--- src/rtl/uart_sort_pkg.sv ---
// Shared types and constants for the UART sort controller.
//   state_e         : controller FSM states
//   MAX_LEN_DEFAULT : default maximum frame length in bytes
//   LEN_W_DEFAULT   : default byte / length-header width
//   CNT_W_DEFAULT   : remaining-count width for the default MAX_LEN
//   cnt_width()     : remaining-count width for an arbitrary MAX_LEN
package uart_sort_pkg;

  typedef enum logic [1:0] {
    IDLE,
    LOAD,
    ECHO,
    DRAIN
  } state_e;

  localparam int unsigned MAX_LEN_DEFAULT = 64;
  localparam int unsigned LEN_W_DEFAULT   = 8;
  localparam int unsigned CNT_W_DEFAULT   = $clog2(MAX_LEN_DEFAULT + 1);

  function automatic int unsigned cnt_width(input int unsigned max_len);
    return $clog2(max_len + 1);
  endfunction

endpackage

--- src/rtl/uart_timeout_cnt.sv ---
// Idle-cycle watchdog.
//   clk, rst : clock, asynchronous active-high reset
//   clr      : restart the count (wins over en)
//   en       : count this cycle
//   expire   : combinational, high in the cycle that completes TIMEOUT_CYCLES
//              consecutive enabled, uncleared cycles
module uart_timeout_cnt #(
  parameter int unsigned TIMEOUT_CYCLES = 100000
) (
  input  logic clk,
  input  logic rst,
  input  logic clr,
  input  logic en,
  output logic expire
);

  localparam int unsigned CW = (TIMEOUT_CYCLES > 1) ? $clog2(TIMEOUT_CYCLES) : 1;
  localparam logic [CW-1:0] LAST = CW'(TIMEOUT_CYCLES - 1);

  logic [CW-1:0] cnt_q, cnt_d;

  always_comb begin
    cnt_d  = cnt_q;
    expire = 1'b0;
    if (clr) begin
      cnt_d = '0;
    end else if (en) begin
      if (cnt_q == LAST) begin
        expire = 1'b1;
        cnt_d  = '0;
      end else begin
        cnt_d = cnt_q + CW'(1);
      end
    end
  end

  always_ff @(posedge clk or posedge rst) begin
    if (rst) cnt_q <= '0;
    else     cnt_q <= cnt_d;
  end

endmodule

--- src/rtl/uart_sort_ctrl.sv ---
// Frame controller between a UART and a byte sorter.
// A frame is a length byte L followed by L payload bytes. Payload is passed
// straight to the sorter; the reply is L echoed to TX followed by the sorted
// bytes returned by the sorter.
//   clk, rst                         : clock, asynchronous active-high reset
//   rx_tdata/tvalid/tready           : bytes from uart_rx
//   sort_tdata/tvalid/tready/tlast   : payload to the sorter
//   sort_abort                       : 1-cycle pulse, frame dropped on timeout
//   res_tdata/tvalid/tready/tlast    : sorted payload from the sorter
//   tx_tdata/tvalid/tready           : bytes to uart_tx
//   busy                             : level, frame in progress
//   len_error/timeout_error/mismatch_error : 1-cycle status pulses
module uart_sort_ctrl
  import uart_sort_pkg::*;
#(
  parameter int unsigned DATA_WIDTH     = LEN_W_DEFAULT,
  parameter int unsigned MAX_LEN        = MAX_LEN_DEFAULT,
  parameter int unsigned TIMEOUT_CYCLES = 100000
) (
  input  logic                  clk,
  input  logic                  rst,
  input  logic [DATA_WIDTH-1:0] rx_tdata,
  input  logic                  rx_tvalid,
  output logic                  rx_tready,
  output logic [DATA_WIDTH-1:0] sort_tdata,
  output logic                  sort_tvalid,
  input  logic                  sort_tready,
  output logic                  sort_tlast,
  output logic                  sort_abort,
  input  logic [DATA_WIDTH-1:0] res_tdata,
  input  logic                  res_tvalid,
  output logic                  res_tready,
  input  logic                  res_tlast,
  output logic [DATA_WIDTH-1:0] tx_tdata,
  output logic                  tx_tvalid,
  input  logic                  tx_tready,
  output logic                  busy,
  output logic                  len_error,
  output logic                  timeout_error,
  output logic                  mismatch_error
);

  localparam int unsigned      CNT_W   = cnt_width(MAX_LEN);
  localparam logic [CNT_W-1:0] CNT_ONE = CNT_W'(1);

  state_e                state_q, state_d;
  logic [CNT_W-1:0]      cnt_q, cnt_d;
  logic [DATA_WIDTH-1:0] len_q, len_d;
  logic                  len_error_q, len_error_d;
  logic                  timeout_error_q, timeout_error_d;
  logic                  sort_abort_q, sort_abort_d;
  logic                  mismatch_error_q, mismatch_error_d;

  logic             rx_fire, tx_fire, res_fire;
  logic             cnt_is_one;
  logic [CNT_W-1:0] cnt_dec;
  logic             to_clr, to_en, to_expire;

  assign cnt_is_one = (cnt_q == CNT_ONE);
  // Saturating decrement: an early res_tlast or stray transfer never wraps.
  assign cnt_dec    = (cnt_q == '0) ? '0 : cnt_q - CNT_ONE;

  assign rx_fire  = rx_tvalid & rx_tready;
  assign tx_fire  = tx_tvalid & tx_tready;
  assign res_fire = res_tvalid & res_tready;

  // Idle counter only runs in LOAD and restarts on every payload byte.
  assign to_en  = (state_q == LOAD);
  assign to_clr = (state_q != LOAD) | rx_fire;

  uart_timeout_cnt #(
    .TIMEOUT_CYCLES(TIMEOUT_CYCLES)
  ) u_timeout (
    .clk   (clk),
    .rst   (rst),
    .clr   (to_clr),
    .en    (to_en),
    .expire(to_expire)
  );

  // Stream routing: zero-latency pass-through in LOAD and DRAIN.
  always_comb begin
    rx_tready   = 1'b0;
    sort_tdata  = '0;
    sort_tvalid = 1'b0;
    sort_tlast  = 1'b0;
    res_tready  = 1'b0;
    tx_tdata    = '0;
    tx_tvalid   = 1'b0;
    case (state_q)
      IDLE:  rx_tready = ~rst;
      LOAD: begin
        sort_tdata  = rx_tdata;
        sort_tvalid = rx_tvalid;
        sort_tlast  = cnt_is_one;
        rx_tready   = sort_tready;
      end
      ECHO: begin
        tx_tdata  = len_q;
        tx_tvalid = 1'b1;
      end
      DRAIN: begin
        tx_tdata   = res_tdata;
        tx_tvalid  = res_tvalid;
        res_tready = tx_tready;
      end
      default: ;
    endcase
  end

  always_comb begin
    state_d          = state_q;
    cnt_d            = cnt_q;
    len_d            = len_q;
    len_error_d      = 1'b0;
    timeout_error_d  = 1'b0;
    sort_abort_d     = 1'b0;
    mismatch_error_d = 1'b0;
    case (state_q)
      IDLE: begin
        if (rx_fire) begin
          if (rx_tdata == '0 || 32'(rx_tdata) > MAX_LEN) begin
            len_error_d = 1'b1;
          end else begin
            len_d   = rx_tdata;
            cnt_d   = CNT_W'(rx_tdata);
            state_d = LOAD;
          end
        end
      end
      LOAD: begin
        // A transfer in the expiry cycle wins: the counter's clr masks expire.
        if (rx_fire) begin
          cnt_d = cnt_dec;
          if (cnt_is_one) state_d = ECHO;
        end else if (to_expire) begin
          timeout_error_d = 1'b1;
          sort_abort_d    = 1'b1;
          cnt_d           = '0;
          len_d           = '0;
          state_d         = IDLE;
        end
      end
      ECHO: begin
        if (tx_fire) begin
          cnt_d   = CNT_W'(len_q);
          state_d = DRAIN;
        end
      end
      DRAIN: begin
        if (res_fire) begin
          cnt_d            = cnt_dec;
          mismatch_error_d = (res_tlast != cnt_is_one);
          if (cnt_is_one || res_tlast) begin
            cnt_d   = '0;
            state_d = IDLE;
          end
        end
      end
      default: state_d = IDLE;
    endcase
  end

  always_ff @(posedge clk or posedge rst) begin
    if (rst) begin
      state_q          <= IDLE;
      cnt_q            <= '0;
      len_q            <= '0;
      len_error_q      <= 1'b0;
      timeout_error_q  <= 1'b0;
      sort_abort_q     <= 1'b0;
      mismatch_error_q <= 1'b0;
    end else begin
      state_q          <= state_d;
      cnt_q            <= cnt_d;
      len_q            <= len_d;
      len_error_q      <= len_error_d;
      timeout_error_q  <= timeout_error_d;
      sort_abort_q     <= sort_abort_d;
      mismatch_error_q <= mismatch_error_d;
    end
  end

  assign busy           = (state_q != IDLE);
  assign len_error      = len_error_q;
  assign timeout_error  = timeout_error_q;
  assign sort_abort     = sort_abort_q;
  assign mismatch_error = mismatch_error_q;

endmodule
--- config.mk ---
export PLATFORM = sky130hd
export DESIGN_NAME = uart_sort_ctrl
export DESIGN_NICKNAME = d
export VERILOG_FILES = /design/src/rtl/uart_sort_pkg.sv /design/src/rtl/uart_timeout_cnt.sv /design/src/rtl/uart_sort_ctrl.sv
export SDC_FILE = /design/constraint.sdc
export NUM_CORES = 1
export LEC_CHECK = 0
export ABC_AREA = 1
export BUFFER_PORTS_ARGS = -buffer_cell sky130_fd_sc_hd__buf_4
export CELL_PAD_IN_SITES_DETAIL_PLACEMENT = 0
export CELL_PAD_IN_SITES_GLOBAL_PLACEMENT = 2
export CORE_MARGIN = 2
export CORE_UTILIZATION = 27
export CTS_CLUSTER_DIAMETER = 150
export DETAILED_ROUTE_END_ITERATION = 8
export PLACE_DENSITY = 0.84
export SLEW_MARGIN = 20
export SYNTH_ARGS = -nofsm -noshare
export SYNTH_HDL_FRONTEND = slang
export SYNTH_SLANG_ARGS = --single-unit
export TNS_END_PERCENT = 1
--- constraint.sdc ---
create_clock -name clk -period 1.6 [get_ports clk]
set_input_delay 0.08 -clock clk [delete_from_list [all_inputs] [get_ports clk]]
set_output_delay 0.08 -clock clk [all_outputs]
set_load 0.1 [all_outputs]
---- Word-level counts from Yosys, hierarchy flattened ----
Cells that the tools add are included.
word-level totals
  flip-flop bits (word level) ............. 37
  bits of input ports ..................... 23
  output and inout bits ................... 26
  logic and storage cells ................. 86
cells by class
  add/sub/neg operators ................... 2
  magnitude comparators ................... 1
  equal/unequal tests ..................... 16
  muxes and demuxes ....................... 44
  bitwise operators ....................... 5
  reductions and logical operators ........ 11
operator list
  operator                                                                          number
  7-bit two-way mux                                                                 8
  17-bit two-way mux                                                                3
  8-bit two-way mux                                                                 5
  8-bit case mux with 2 select lines                                                2
  7-bit case mux with 4 select lines                                                1
  17-bit by 1-bit adder with 17-bit output (second input constant)                  1
  17-bit equality test (second input constant)                                      1
  2-bit two-way mux                                                                 8
  1-bit two-way mux                                                                 14
  2-bit inequality test (second input constant)                                     6
  5-bit AND reduction                                                               2
  8-bit by 7-bit greater-than comparator with 1-bit output (second input constant)  1
  8-bit zero test                                                                   1
  2-bit case mux with 4 select lines                                                1
  7-bit by 1-bit equality test with 1-bit output (second input constant)            1
  7-bit zero test                                                                   1
  7-bit AND reduction                                                               1
  7-bit by 1-bit subtractor with 7-bit output (second input constant)               1
  2-bit nonzero test                                                                3
  2-bit equality test (second input constant)                                       2
  2-bit by 1-bit inequality test with 1-bit output (second input constant)          2
  1-bit case mux with 2 select lines                                                2
  1-bit AND                                                                         3
  3-bit by 2-bit inequality test with 1-bit output (second input constant)          1
  7 further kinds                                                                   8

---- Depth between registers and ports, before layout ----
  depth in word-level cells ............... 8
  depth in mapped cells ................... 14

---- Hierarchy ----
From an unflattened synthesis, not the netlist that was laid out.
second synthesis, totals
  cell total of the unflattened synthesis .. 421
  area total of the unflattened synthesis .. 2745.1 sq um
by module, submodules not included
  module            times used  cells an instance  area each (sq um)  seq. area each (sq um)
  uart_sort_ctrl    1           250                1612.8             500.5
  uart_timeout_cnt  1           171                1132.3             425.4

---- Worst setup path before layout ----
No wires, ideal clock.
  kind .................................... register -> register
  from .................................... register (tool-made name)
  to ...................................... register len_q[3]
  arrival time ............................ 2.300 ns
  setup slack ............................. -0.774 ns
  stages on the path, launching flop included .. 12
  cells stage by stage .................... dfrtp_1 -> inv_2 -> buf_6 -> nand2_8 -> nor2_2 -> nand2_2 -> nand2_2 -> nor2_4 -> nand3_4 -> buf_6 -> nand2_2 -> o21ai_2
RTL lines
  item                  line                   RTL
  to (signal assigned)  uart_sort_ctrl.sv:176  len_q <= len_d;
  to (decl)             uart_sort_ctrl.sv:48   logic [DATA_WIDTH-1:0] len_q, len_d;

==> out/results.txt <==
Run status: complete, but fails checks
Violated checks: setup timing
Final setup viols: 25
Maximum vdd drop: 0.001371 V
Area occupied by registers: 928.4 sq um
Site row count: 35
Width of the die: 100.4 um
Worst min path class: in2reg
Clk_skew: 9.235 ps
#FFs+latches synth: 37
Top area cells in the synthesized netlist: dfrtp_1, nand2_1, nor2_1
Die boundary height: 100.4 um
Final core area utilization: 0.4382
Critical-path cell with the highest stage delay: dfrtp_2
DRC Markers: 0
Post-synthesis net count: 385
Die area: 10070 sq um
Vias in the first global route: 2696
Number of different library cells in the post-synthesis netlist: 33
Effective utilization at floorplan: 0.2753
Worst slew slack as a fraction of its limit: 0.6631
Count of fill cells added during filler insertion: 939
Max-capacitance violation count: 0
DP HPWL: 5.394 mm
Final Instance Count excl. Fillers: 573
Minimum clock period: 1650 ps
TritonCTS clock tree: done
Top Ports: 49
Leading cell types in the layout, fill and taps excluded: nand2_1, buf_4, inv_1
Most area-hungry cell type in the Yosys netlist: dfrtp_1
Transition time at the pin with the least slew margin: 505.3 ps
Root buffer cell: clkbuf_8
Data arrival time of the critical path: 1850 ps
Placed insts: 554
Number of design-rule violations left by the first detailed-router iteration: 54
Part of the total power dissipated in the clock network: 0.090
Hold Violations, Final: 0
Sequential-to-total area share from yosys stat: 0.3693
Clock-pin transition on the worst setup and hold timing paths: 90 ps
Mapped Avg Cell Area: 7.024 sq um
Largest net degree at the start of global routing: 38
Final Routed Wirelength: 7.326 mm
Total net switching power: 4.141 mW
Maximum count of clock buffers along a single path: 2
Net count, final: 489
Critical path data required time: 1800 ps
Clock H-tree levels: 2
CP max FO: 8
Via/cell ratio: 4.513
Antenna cell count: 0
GRT Overall Usage: 0.1560
Cell-by-cell trace of the critical path: buf_12, nor2_8, nand2_4, nand2_8, nand2_8, nand2_2, nand2_2, nor2_4, nand3_4, and2_4
Port Buf Inserts: 48
Worst skew pair latency: 300 ps
Number of warning messages in the yosys log: 0
Placeable core region: 9109 sq um
First-pass iteration count of the detailed router: 4
Worst setup SP type: flip-flop
Global route overflow: 0
Setup tns final: -359.5 ps
Switching part of the total power: 0.5367
Part of the total power dissipated in combinational logic: 0.735
CTS buffer count: 5
Start-to-end type of the worst setup path: reg2reg
Per-cell routed wire length: 12.79 um
Internal portion of total power: 3.574 mW
Proportion of netlist area held by the largest area contributor: 0.3693
Seq pwr share: 0.175
Peak per-stage delay on the critical path: 460 ps
Routability Congestion: 0.8437
Overall power of the completed layout: 7.715 mW
Leakage dissipation: 1.877 nW
Number of instances in the synthesized netlist: 357
Count of nets left with antenna violations after detail routing: 0
Clock Sink Count: 37
Total area of multi-input combinational cells: 1584 sq um
Most common library cell in the layout ignoring fill and taps: nand2_1
Period utilization: 1.032
First-pass GRT wire length: 12.52 mm
Share of cells above drive strength 1: 0.4113
Area of the mapped netlist: 2507 sq um
Area growth from synthesis to layout: 59.18%
Setup repair after global routing missed its margin: yes
Critical Path End Type: flip-flop
Top achievable clock speed: 0.6059 GHz
Fin. max-slew vios: 0
PD cells: 1933 nW/um^2
PnR worst setup slack: -50.49 ps
Antenna violations before repair: 0
Via Count: 2586
-- path summary, 6_finish.rpt --
kind	start	end	slack, ps	depth (start not counted)
min reg2reg	len_q[3]	len_q[3]	500	2
min in group asynchronous	rst	cnt_q[0]	510	4
max reg2reg	flip-flop	len_q[7]	-50	10
max	flip-flop	len_q[7]	-50	10
max in group asynchronous	rst	state_q[0]	710	4
min	res_tvalid	mismatch_error	30	2
-- power groups by stage --
| stage | clock, mW | combinational [mW] | sequential, mW |
|---|---|---|---|
| global route | 0.751 | 6.09 | 1.38 |
| global placement | 0 | 4.60 | 1.36 |
| CTS | 0.722 | 5.60 | 1.36 |
| finish | 0.697 | 5.67 | 1.35 |
| floorplan | 0 | 3.33 | 1.36 |
| detailed placement | 0 | 4.63 | 1.36 |
-- registers in the layout (all words and copies together) (netlist names), named ones only --
| register | count |
|---|---|
| u_timeout.cnt_q | 17 |
| len_q | 8 |
| cnt_q | 7 |
| len_error | 1 |
| mismatch_error | 1 |
| sort_abort | 1 |
| state_q | 1 |
-- cell usage after synthesis, drive strengths merged --
library cell / instances
o21ai: 25
dfrtp: 37
inv: 49
nand2: 111
nand3: 32
and3: 1
nand4: 3
nor3: 4
nor2: 58
a21oi: 11
buf: 5
o21a: 1
a211oi: 2
o21bai: 1
a31oi: 1
nor3b: 2
clkbuf: 2
xor2: 6
ha: 5
and2: 1
-- critical path, delay by kind of cell, from the launching register on --
family,cells,cell delay (ps)
and+or+nand+nor,9,970
DFF,1,460
buffers and inverters,1,140
-- cell type report --
class                      instances  share of cell area
sequential                        37              0.2326
inverter                          49             0.04828
multi-input combinational        265              0.3969
tap                              111             0.03480
timing repair buffer             103              0.2646
clock buffer                       5             0.01724
clock inverter                     3            0.005643
-- cells by family (layout without fill, tap and decap cells) --
| logic type | count (synthesis) | count (layout) | share of synthesized area |
|---|---|---|---|
| flops | 37 | 37 | 0.3693 |
| buf+inv | 56 | 160 | 0.09431 |
| compound gates | 41 | 41 | 0.09830 |
| fa+ha+maj | 5 | 5 | 0.02495 |
| xor+xnor | 6 | 6 | 0.02096 |
| simple gates | 212 | 213 | 0.3922 |
-- repair_timing --
| item | in CTS | in global routing |
|---|---|---|
| pin swaps | 11 | 9 |
| hold buffers | 1 | 0 |
| setup buffers | 5 | 4 |
| gates resized for setup | 106 | 13 |
| cloned | 1 | 0 |
| setup endpoints to repair | 42 | 51 |
| hold endpoints to repair | 37 | 0 |
-- through the flow --
stage / hold slack (ps) / cell area, sq um / worst slack (ps)
after floorplan: 47.69 / 2559 / -368.1
after global placement: 283.9 / 3352 / -95.11
after detailed placement: 286.4 / 3352 / -114.1
after CTS: 24.85 / 3928 / -66.26
after global routing: 43.37 / 3991 / -203.2
final: 31.59 / 3991 / -50.49
-- routing by layer --
metal / global-route usage / vias to the layer above / routed length, um
li1: - / 1328 / -
met1: 0.2036 / 1192 / 3397
met2: 0.2664 / 54 / 3542
met3: 0.02925 / 12 / 271
met4: 0.03899 / 0 / 114
met5: 0 / - / 0
No activity file was read; power rests on OpenSTA's default activity.
